`src/rtl/aha_reset_sequencer.sv`:
```
// aha_reset_sequencer
// Ordered reset controller driving the REQ/ACK handshake of up to
// NUM_DOMAINS reset generators. On START it raises the requests of the
// selected domains in ascending order (each waits for its ack), holds for
// HOLD_CYCLES, then drops them in descending order, again waiting per domain.
// A domain that does not answer within TIMEOUT_CYCLES is flagged and skipped.
//
// Ports:
//   CLK            clock
//   poresetn_sync  asynchronous active-low reset (already synchronous to CLK)
//   START          one-cycle sequence request, only honoured when idle
//   DOMAIN_MASK    domains taking part, captured with an accepted START
//   RST_REQ        per-domain reset request to the generators
//   RST_ACK        per-domain generator ack (asynchronous)
//   BUSY           sequence in progress, through the DONE cycle
//   DONE           one-cycle end-of-sequence pulse
//   ERR            sticky timeout flag, cleared by the next accepted START
//   ERR_DOMAIN     index of the first domain that timed out
module aha_reset_sequencer #(
  parameter int NUM_DOMAINS    = 4,
  parameter int HOLD_CYCLES    = 8,
  parameter int TIMEOUT_CYCLES = 255
) (
  input  logic                   CLK,
  input  logic                   poresetn_sync,
  input  logic                   START,
  input  logic [NUM_DOMAINS-1:0] DOMAIN_MASK,
  output logic [NUM_DOMAINS-1:0] RST_REQ,
  input  logic [NUM_DOMAINS-1:0] RST_ACK,
  output logic                   BUSY,
  output logic                   DONE,
  output logic                   ERR,
  output logic [3:0]             ERR_DOMAIN
);

  localparam int             HCW       = $clog2(HOLD_CYCLES + 1);
  localparam logic [3:0]     LAST_IDX  = 4'(NUM_DOMAINS - 1);
  localparam logic [15:0]    TMO_LAST  = 16'(TIMEOUT_CYCLES - 1);
  localparam logic [HCW-1:0] HOLD_LAST = HCW'(HOLD_CYCLES - 1);

  typedef enum logic [2:0] {
    S_IDLE,
    S_ASSERT,
    S_A_WAIT,
    S_HOLD,
    S_RELEASE,
    S_R_WAIT,
    S_FINISH
  } state_t;

  state_t                 state;
  logic [NUM_DOMAINS-1:0] ack_meta;
  logic [NUM_DOMAINS-1:0] ack_s;
  logic [NUM_DOMAINS-1:0] mask;
  logic [NUM_DOMAINS-1:0] idx_sel;
  logic [3:0]             idx;
  logic [15:0]            tmo_cnt;
  logic [HCW-1:0]         hold_cnt;
  logic                   cur_masked;
  logic                   cur_ack;
  logic                   tmo_hit;

  // One-hot select of the current domain; avoids indexing narrow vectors
  // with the full 4-bit idx.
  assign idx_sel    = NUM_DOMAINS'(1) << idx;
  assign cur_masked = |(mask & idx_sel);
  assign cur_ack    = |(ack_s & idx_sel);
  // The counter starts at 0 on entry, so TIMEOUT_CYCLES wait cycles elapse
  // when it shows TIMEOUT_CYCLES-1.
  assign tmo_hit    = (tmo_cnt >= TMO_LAST);

  always_ff @(posedge CLK or negedge poresetn_sync) begin
    if (!poresetn_sync) begin
      ack_meta <= '0;
      ack_s    <= '0;
    end else begin
      ack_meta <= RST_ACK;
      ack_s    <= ack_meta;
    end
  end

  always_ff @(posedge CLK or negedge poresetn_sync) begin
    if (!poresetn_sync) begin
      state      <= S_IDLE;
      RST_REQ    <= '0;
      BUSY       <= 1'b0;
      DONE       <= 1'b0;
      ERR        <= 1'b0;
      ERR_DOMAIN <= '0;
      mask       <= '0;
      idx        <= '0;
      tmo_cnt    <= '0;
      hold_cnt   <= '0;
    end else begin
      DONE <= 1'b0;
      case (state)
        S_IDLE: begin
          if (START) begin
            mask       <= DOMAIN_MASK;
            ERR        <= 1'b0;
            ERR_DOMAIN <= '0;
            idx        <= '0;
            BUSY       <= 1'b1;
            state      <= S_ASSERT;
          end
        end

        S_ASSERT: begin
          if (cur_masked) begin
            RST_REQ <= RST_REQ | idx_sel;
            tmo_cnt <= '0;
            state   <= S_A_WAIT;
          end else if (idx == LAST_IDX) begin
            hold_cnt <= '0;
            state    <= S_HOLD;
          end else begin
            idx <= idx + 4'd1;
          end
        end

        S_A_WAIT: begin
          if (cur_ack || tmo_hit) begin
            if (!cur_ack && !ERR) begin
              ERR        <= 1'b1;
              ERR_DOMAIN <= idx;
            end
            if (idx == LAST_IDX) begin
              hold_cnt <= '0;
              state    <= S_HOLD;
            end else begin
              idx   <= idx + 4'd1;
              state <= S_ASSERT;
            end
          end else if (tmo_cnt != '1) begin
            tmo_cnt <= tmo_cnt + 16'd1;
          end
        end

        S_HOLD: begin
          if (hold_cnt == HOLD_LAST) begin
            idx   <= LAST_IDX;
            state <= S_RELEASE;
          end else begin
            hold_cnt <= hold_cnt + HCW'(1);
          end
        end

        S_RELEASE: begin
          if (cur_masked) begin
            RST_REQ <= RST_REQ & ~idx_sel;
            tmo_cnt <= '0;
            state   <= S_R_WAIT;
          end else if (idx == 4'd0) begin
            DONE  <= 1'b1;
            state <= S_FINISH;
          end else begin
            idx <= idx - 4'd1;
          end
        end

        S_R_WAIT: begin
          if (!cur_ack || tmo_hit) begin
            if (cur_ack && !ERR) begin
              ERR        <= 1'b1;
              ERR_DOMAIN <= idx;
            end
            if (idx == 4'd0) begin
              DONE  <= 1'b1;
              state <= S_FINISH;
            end else begin
              idx   <= idx - 4'd1;
              state <= S_RELEASE;
            end
          end else if (tmo_cnt != '1) begin
            tmo_cnt <= tmo_cnt + 16'd1;
          end
        end

        // DONE was raised on entry, so it is visible for exactly this cycle.
        S_FINISH: begin
          BUSY  <= 1'b0;
          state <= S_IDLE;
        end

        default: state <= S_IDLE;
      endcase
    end
  end

endmodule

```
`config.mk`:
```
export PLATFORM = sky130hd
export DESIGN_NAME = aha_reset_sequencer
export DESIGN_NICKNAME = d
export VERILOG_FILES = /design/src/rtl/aha_reset_sequencer.sv
export SDC_FILE = /design/constraint.sdc
export NUM_CORES = 1
export LEC_CHECK = 0
export CORE_ASPECT_RATIO = 0.9
export CORE_MARGIN = 2
export CORE_UTILIZATION = 57
export DETAILED_ROUTE_END_ITERATION = 10
export HOLD_SLACK_MARGIN = 0.12
export PLACE_DENSITY = 0.8
export SYNTH_ARGS = -nofsm -noshare
export SYNTH_HDL_FRONTEND = slang
export SYNTH_SLANG_ARGS = --single-unit
```
`constraint.sdc`:
```
create_clock -name CLK -period 5.4 [get_ports CLK]
set_input_delay 1.62 -clock CLK [delete_from_list [all_inputs] [get_ports CLK]]
set_output_delay 1.62 -clock CLK [all_outputs]
set_load 0.05 [all_outputs]
```
# Word level (Yosys, flattened, before mapping)
# Cells that the tools add are included.
# Widths: inputs -> output; s select.
dict set report word_totals {
  mem_count 0
  latchBits 0
  reg_bits 50
  romBits 0
  inputBits 11
  ramBits 0
}
dict set report classes {
  n_reduce_logical 25
  order_cmp 1
  div 0
  n_mux 50
  eq_ne 25
  shifts 1
  n_bitwise 5
  mul 0
  addsub 4
}
# op count
set op_table {}
lappend op_table {{$mux 4} 18}
lappend op_table {{$mux 16} 4}
lappend op_table {{$pmux 16 s3} 1}
lappend op_table {{$ne 2x2->1 const B} 13}
lappend op_table {{$mux 3} 8}
lappend op_table {{$pmux 4 s3} 2}
lappend op_table {{$pmux 4 s6} 1}
lappend op_table {{$pmux 3 s6} 1}
lappend op_table {{$add 16x1->16 const B} 1}
lappend op_table {{$ge 16x8->1 const B} 1}
lappend op_table {{$ne 16x16->1 const B} 1}
lappend op_table {{$and 4x4->4} 3}
lappend op_table {{$reduce_and 6->1} 2}
lappend op_table {{$eq 3x3->1 const B} 3}
lappend op_table {{$mux 1} 9}
lappend op_table {{$reduce_bool 3->1} 3}
lappend op_table {{$add 4x1->4 const B} 2}
lappend op_table {{$pmux 4 s2} 1}
lappend op_table {{$reduce_and 4->1} 2}
lappend op_table {{$reduce_or 4->1} 2}
lappend op_table {{$reduce_and 7->1} 1}
lappend op_table {{$eq 3x2->1 const B} 2}
lappend op_table {{$ne 3x3->1 const B} 2}
lappend op_table {{$reduce_bool 6->1} 1}
lappend op_table {{20 further kinds} 27}

# Depth between registers and ports, before layout
dict set report logic_depth {
  word_depth 8
  ltp_mapped 10
}

# Least setup slack after synthesis
# OpenSTA, ideal clock, no wires.
dict set report synth_timing {
  path_kind {input to register}
  startpoint {input port START}
  endpoint {register idx[3]}
  path_buffers 0
  slack_ps 2832
  arrival_ps 2439
  stages 3
  t_required_ps 5271
  setup_ps 129
  cell_sequence {o221ai_4 or2_4 a2111o_1}
}
dict set report synth_via {
  elab_chain_cells 2
}
# item line
set synth_lines {}
lappend synth_lines {{start, declared} 26} ;# input logic START,
lappend synth_lines {{$ne 2x2->1 (no source line)} n/a}
lappend synth_lines {{$reduce_and 7->1 (no source line)} n/a}
lappend synth_lines {{end signal, assigned} 117} ;# idx <= idx + 4'd1;
lappend synth_lines {{end signal, assigned} 131} ;# idx <= idx + 4'd1;
lappend synth_lines {{end signal, assigned} 157} ;# idx <= idx - 4'd1;
lappend synth_lines {{end, declared} 56} ;# logic [3:0] idx;
# Every way passes these cells.
# A chain may end at the register's enable or synchronous reset.

# Final worst setup path
dict set report layout_timing {
  startpoint {register ERR}
  endpoint {output port ERR}
}
# item line
set layout_lines {}
lappend layout_lines {{start, declared} 32} ;# output logic ERR,
lappend layout_lines {{start signal, assigned} 88} ;# ERR <= 1'b0;
lappend layout_lines {{start signal, assigned} 100} ;# ERR <= 1'b0;
lappend layout_lines {{start signal, assigned} 124} ;# ERR <= 1'b1;
# No word-level cell between the ends.

==> impl_metrics.csv <==
group,metric,value,unit
outcome,status,"finished, final reports clean",
routing,drtIter0Drc,241,
worst_setup_path,reg2regPathDepth,9,
worst_setup_path,cp.buffers_inverters,1,
routing,routed_via_density,5.99,
sta,fmax,0.313,GHz
cts,clk_latency,0.29,ns
place,io_buffers,21,
cts,clkTransAtPathRegs,0.09,ns
die,start_util,0.593,
pwr,vdd_drop_max,0.305,mV
cts,cts_tree,"built",
grt,use_met1,0.327,
final_layout,layout-drive-gt1-share,0.0968,
grt,grt.overflow.total,0,
cts,cts_sinks,50,
cts,cts_resized,0,
pwr,combPwrFrac,0.471,
cts,postCtsSetupRepairBufs,0,
routing,vias,2044,
worst_setup_path,critical_path.top_delay_family,"buffers and inverters",
hold_path,hold_path_depth,0,
routing,first_pass_iters,4,
die,row_count,23,
worst_setup_path,crit_type,"reg2out",
cts,cts_buffer_depth,2,
final_layout,fin_nets,296,
logic_synthesis,yosys.area_share.simple,0.200,
logic_synthesis,synth-seq-area-share,0.473,
pwr,power_density,509,nW/um2
run,max_cap_violations,0,
pwr,finalPower,1.49,mW
sta,min_period,3.20,ns
final_layout,stdcell_area,2930,um2
pwr,swShare,0.446,
logic_synthesis,synthAdderAreaFrac,0.0312,
logic_synthesis,synth-seq-cells,50,
grt,grt_first_pass_wirelength,8800,um
worst_setup_path,worst-path-max-fanout,5,
logic_synthesis,netlist_instances,263,
grt,use_met3,0.0392,
worst_setup_path,cp.depth,1,
logic_synthesis,synth_area,2650,um2
die,num_io_pins,22,
logic_synthesis,synthMuxAreaShare,0.0501,
pwr,p_switching,666,uW
final_layout,fill_cells,374,
final_layout,postLayoutCoreUtil,0.658,
sta,tightest_slew,1.06,ns
logic_synthesis,yosys_warnings,0,
die,core,4460,um2
grt,gr-usage-met2,0.344,
grt,gr-max-usage-layer,"met2",
logic_synthesis,dominantRegCellSynth,"dfrtp_1",
routing,wirelength,5150,um
sta,setup_violations,0,
logic_synthesis,syn-num-nets,280,
grt,grt_max_degree,51,
logic_synthesis,async_flop_share,1.00,
cts,htreeDepth,2,
worst_setup_path,arrival,1.58,ns
die,die_area,5200,um2
logic_synthesis,synth_edf_count,0,
pwr,intPower,827,uW
cts,cts_buffers,5,
worst_setup_path,cp_slowest_stage_delay,0.84,ns
sta,fin_tns_setup,0,ns
logic_synthesis,synth_top_family_by_area,"simple AND/OR/NAND/NOR gates",
routing,drc_errors,0,
routing,ant_nets,0,
final_layout,mostFrequentLayoutCell,"dfrtp_1",
worst_setup_path,start_kind,"register",
sta,finalMaxSlewViolations,0,
logic_synthesis,synth_xor_area_frac,0.0199,
worst_setup_path,cp_data_required_time,3.78,ns
logic_synthesis,synth-compound-area-share,0.184,
grt,track_usage,0.224,
cts,cts-root-buf,"clkbuf_8",
sta,rsz0062_at_grt,"false",
worst_setup_path,cp_slowest_cell,"clkdlybuf4s50_1",
die,die_h,68.6,um
worst_setup_path,worstSetupEndpointType,"output port",
die,die_w,75.8,um
place,place_hpwl,3710,um
pwr,clkPwrFrac,0.137,
cts,hold_buffers,0,
place,gp_congestion,0.898,
pwr,cellLeakagePower,1.26,nW
pwr,p_seq_frac,0.392,
final_layout,area_delta_synth_final,10.9,%
logic_synthesis,syn_avg_cell_area,10.1,um2
grt,antenna_found_initial,0,
place,placed_area,2850,um2
grt,grt_pass1_vias,1850,
hold_path,hold_path_class,"reg2reg",
sta,skew,0.00842,ns
worst_setup_path,path_cells,"clkdlybuf4s50_1",
routing,wl_per_cell,15.1,um
final_layout,antennaDiodeCount,0,
sta,slew_headroom,0.291,
final_layout,layout_common_cells,"50 x dfrtp_1, 28 x nand2_1, 22 x o21ai_0",
sta,hold_viol_final,0,
logic_synthesis,yosysUniqueCellTypes,52,
sta,fin_crit_sh,0.592,
## cells in the mapped netlist (4+ instances only)
library cell	count	area [um2]
nand2_1	28	105
a21oi_1	8	40.0
inv_1	8	30.0
nor3_1	13	65.1
o21ai_0	22	110
nor2_1	18	67.6
nand3_1	11	55.1
o22ai_1	5	31.3
mux2i_1	5	50.1
buf_4	5	37.5
and2_1	8	50.1
nand4_1	4	25.0
clkbuf_1	5	18.8
mux2_2	6	67.6
ha_1	5	62.6
dfrtp_1	50	1250
## per-layer routing
layer	vias up	wire length, um	part of all wire
li1	997	-	-
met1	968	2510	0.49
met2	77	2250	0.44
met3	2	360	0.070
met4	0	28	0.0054
met5	-	0	0
## layout make-up
type,instances,area [um2],share of cell area
multi-input combinational,192,1280,0.437
inverter,9,33.8,0.0115
clock buffer,5,68.8,0.0235
sequential,50,1250,0.427
clock inverter,2,15.0,0.00512
timing repair buffer,21,205,0.0700
tap,62,77.6,0.0265
## state kept, by name, summed over array words and instances (netlist names), named ones only
signal      flops
state           3
idx             4
ack_s           4
ERR_DOMAIN      4
BUSY            1
mask            4
hold_cnt        4
DONE            1
tmo_cnt        16
ack_meta        4
ERR             1
## kinds of logic (layout without fill, tap and decap cells)
family                   after synthesis  after routing
flip-flops                            50             50
buffers and inverters                 21             37
adder cells (fa/ha/maj)                6              6
AND/OR/NAND/NOR                      104            104
multiplexers                          12             12
XOR/XNOR                               6              6
AO/OA/AOI/OAI                         64             64
## power groups by stage
stage | clock, mW | sequential (mW) | combinational [mW]
after global placement | 0 | 0.586 | 0.682
final | 0.204 | 0.586 | 0.704
after CTS | 0.212 | 0.581 | 0.700
after detailed placement | 0 | 0.589 | 0.697
after global routing | 0.228 | 0.598 | 0.785
after floorplan | 0 | 0.507 | 0.651
## stage by stage
stage          instances  setup WS [ns]  hold slack [ns]
2_1_floorplan        263           2.83            0.331
3_3_place_gp         334           2.18            0.332
3_5_place_dp         334           2.18            0.341
4_1_cts              341           2.21            0.362
5_1_grt              341           2.10            0.365
6_report             341           2.20            0.356
## path summary, 6_finish.rpt
path                                     from  slack [ns]  endpoint
worst min register to register    ack_meta[3]        0.36  ack_s[3]
worst max register to register       state[1]        2.33    idx[3]
max in group asynchronous       poresetn_sync        3.22  ack_s[0]
worst max-delay path                      ERR        2.20       ERR
min in group asynchronous       poresetn_sync        1.51    idx[1]
worst min-delay path              ack_meta[3]        0.36  ack_s[3]
(Power assumes the default switching activity.)
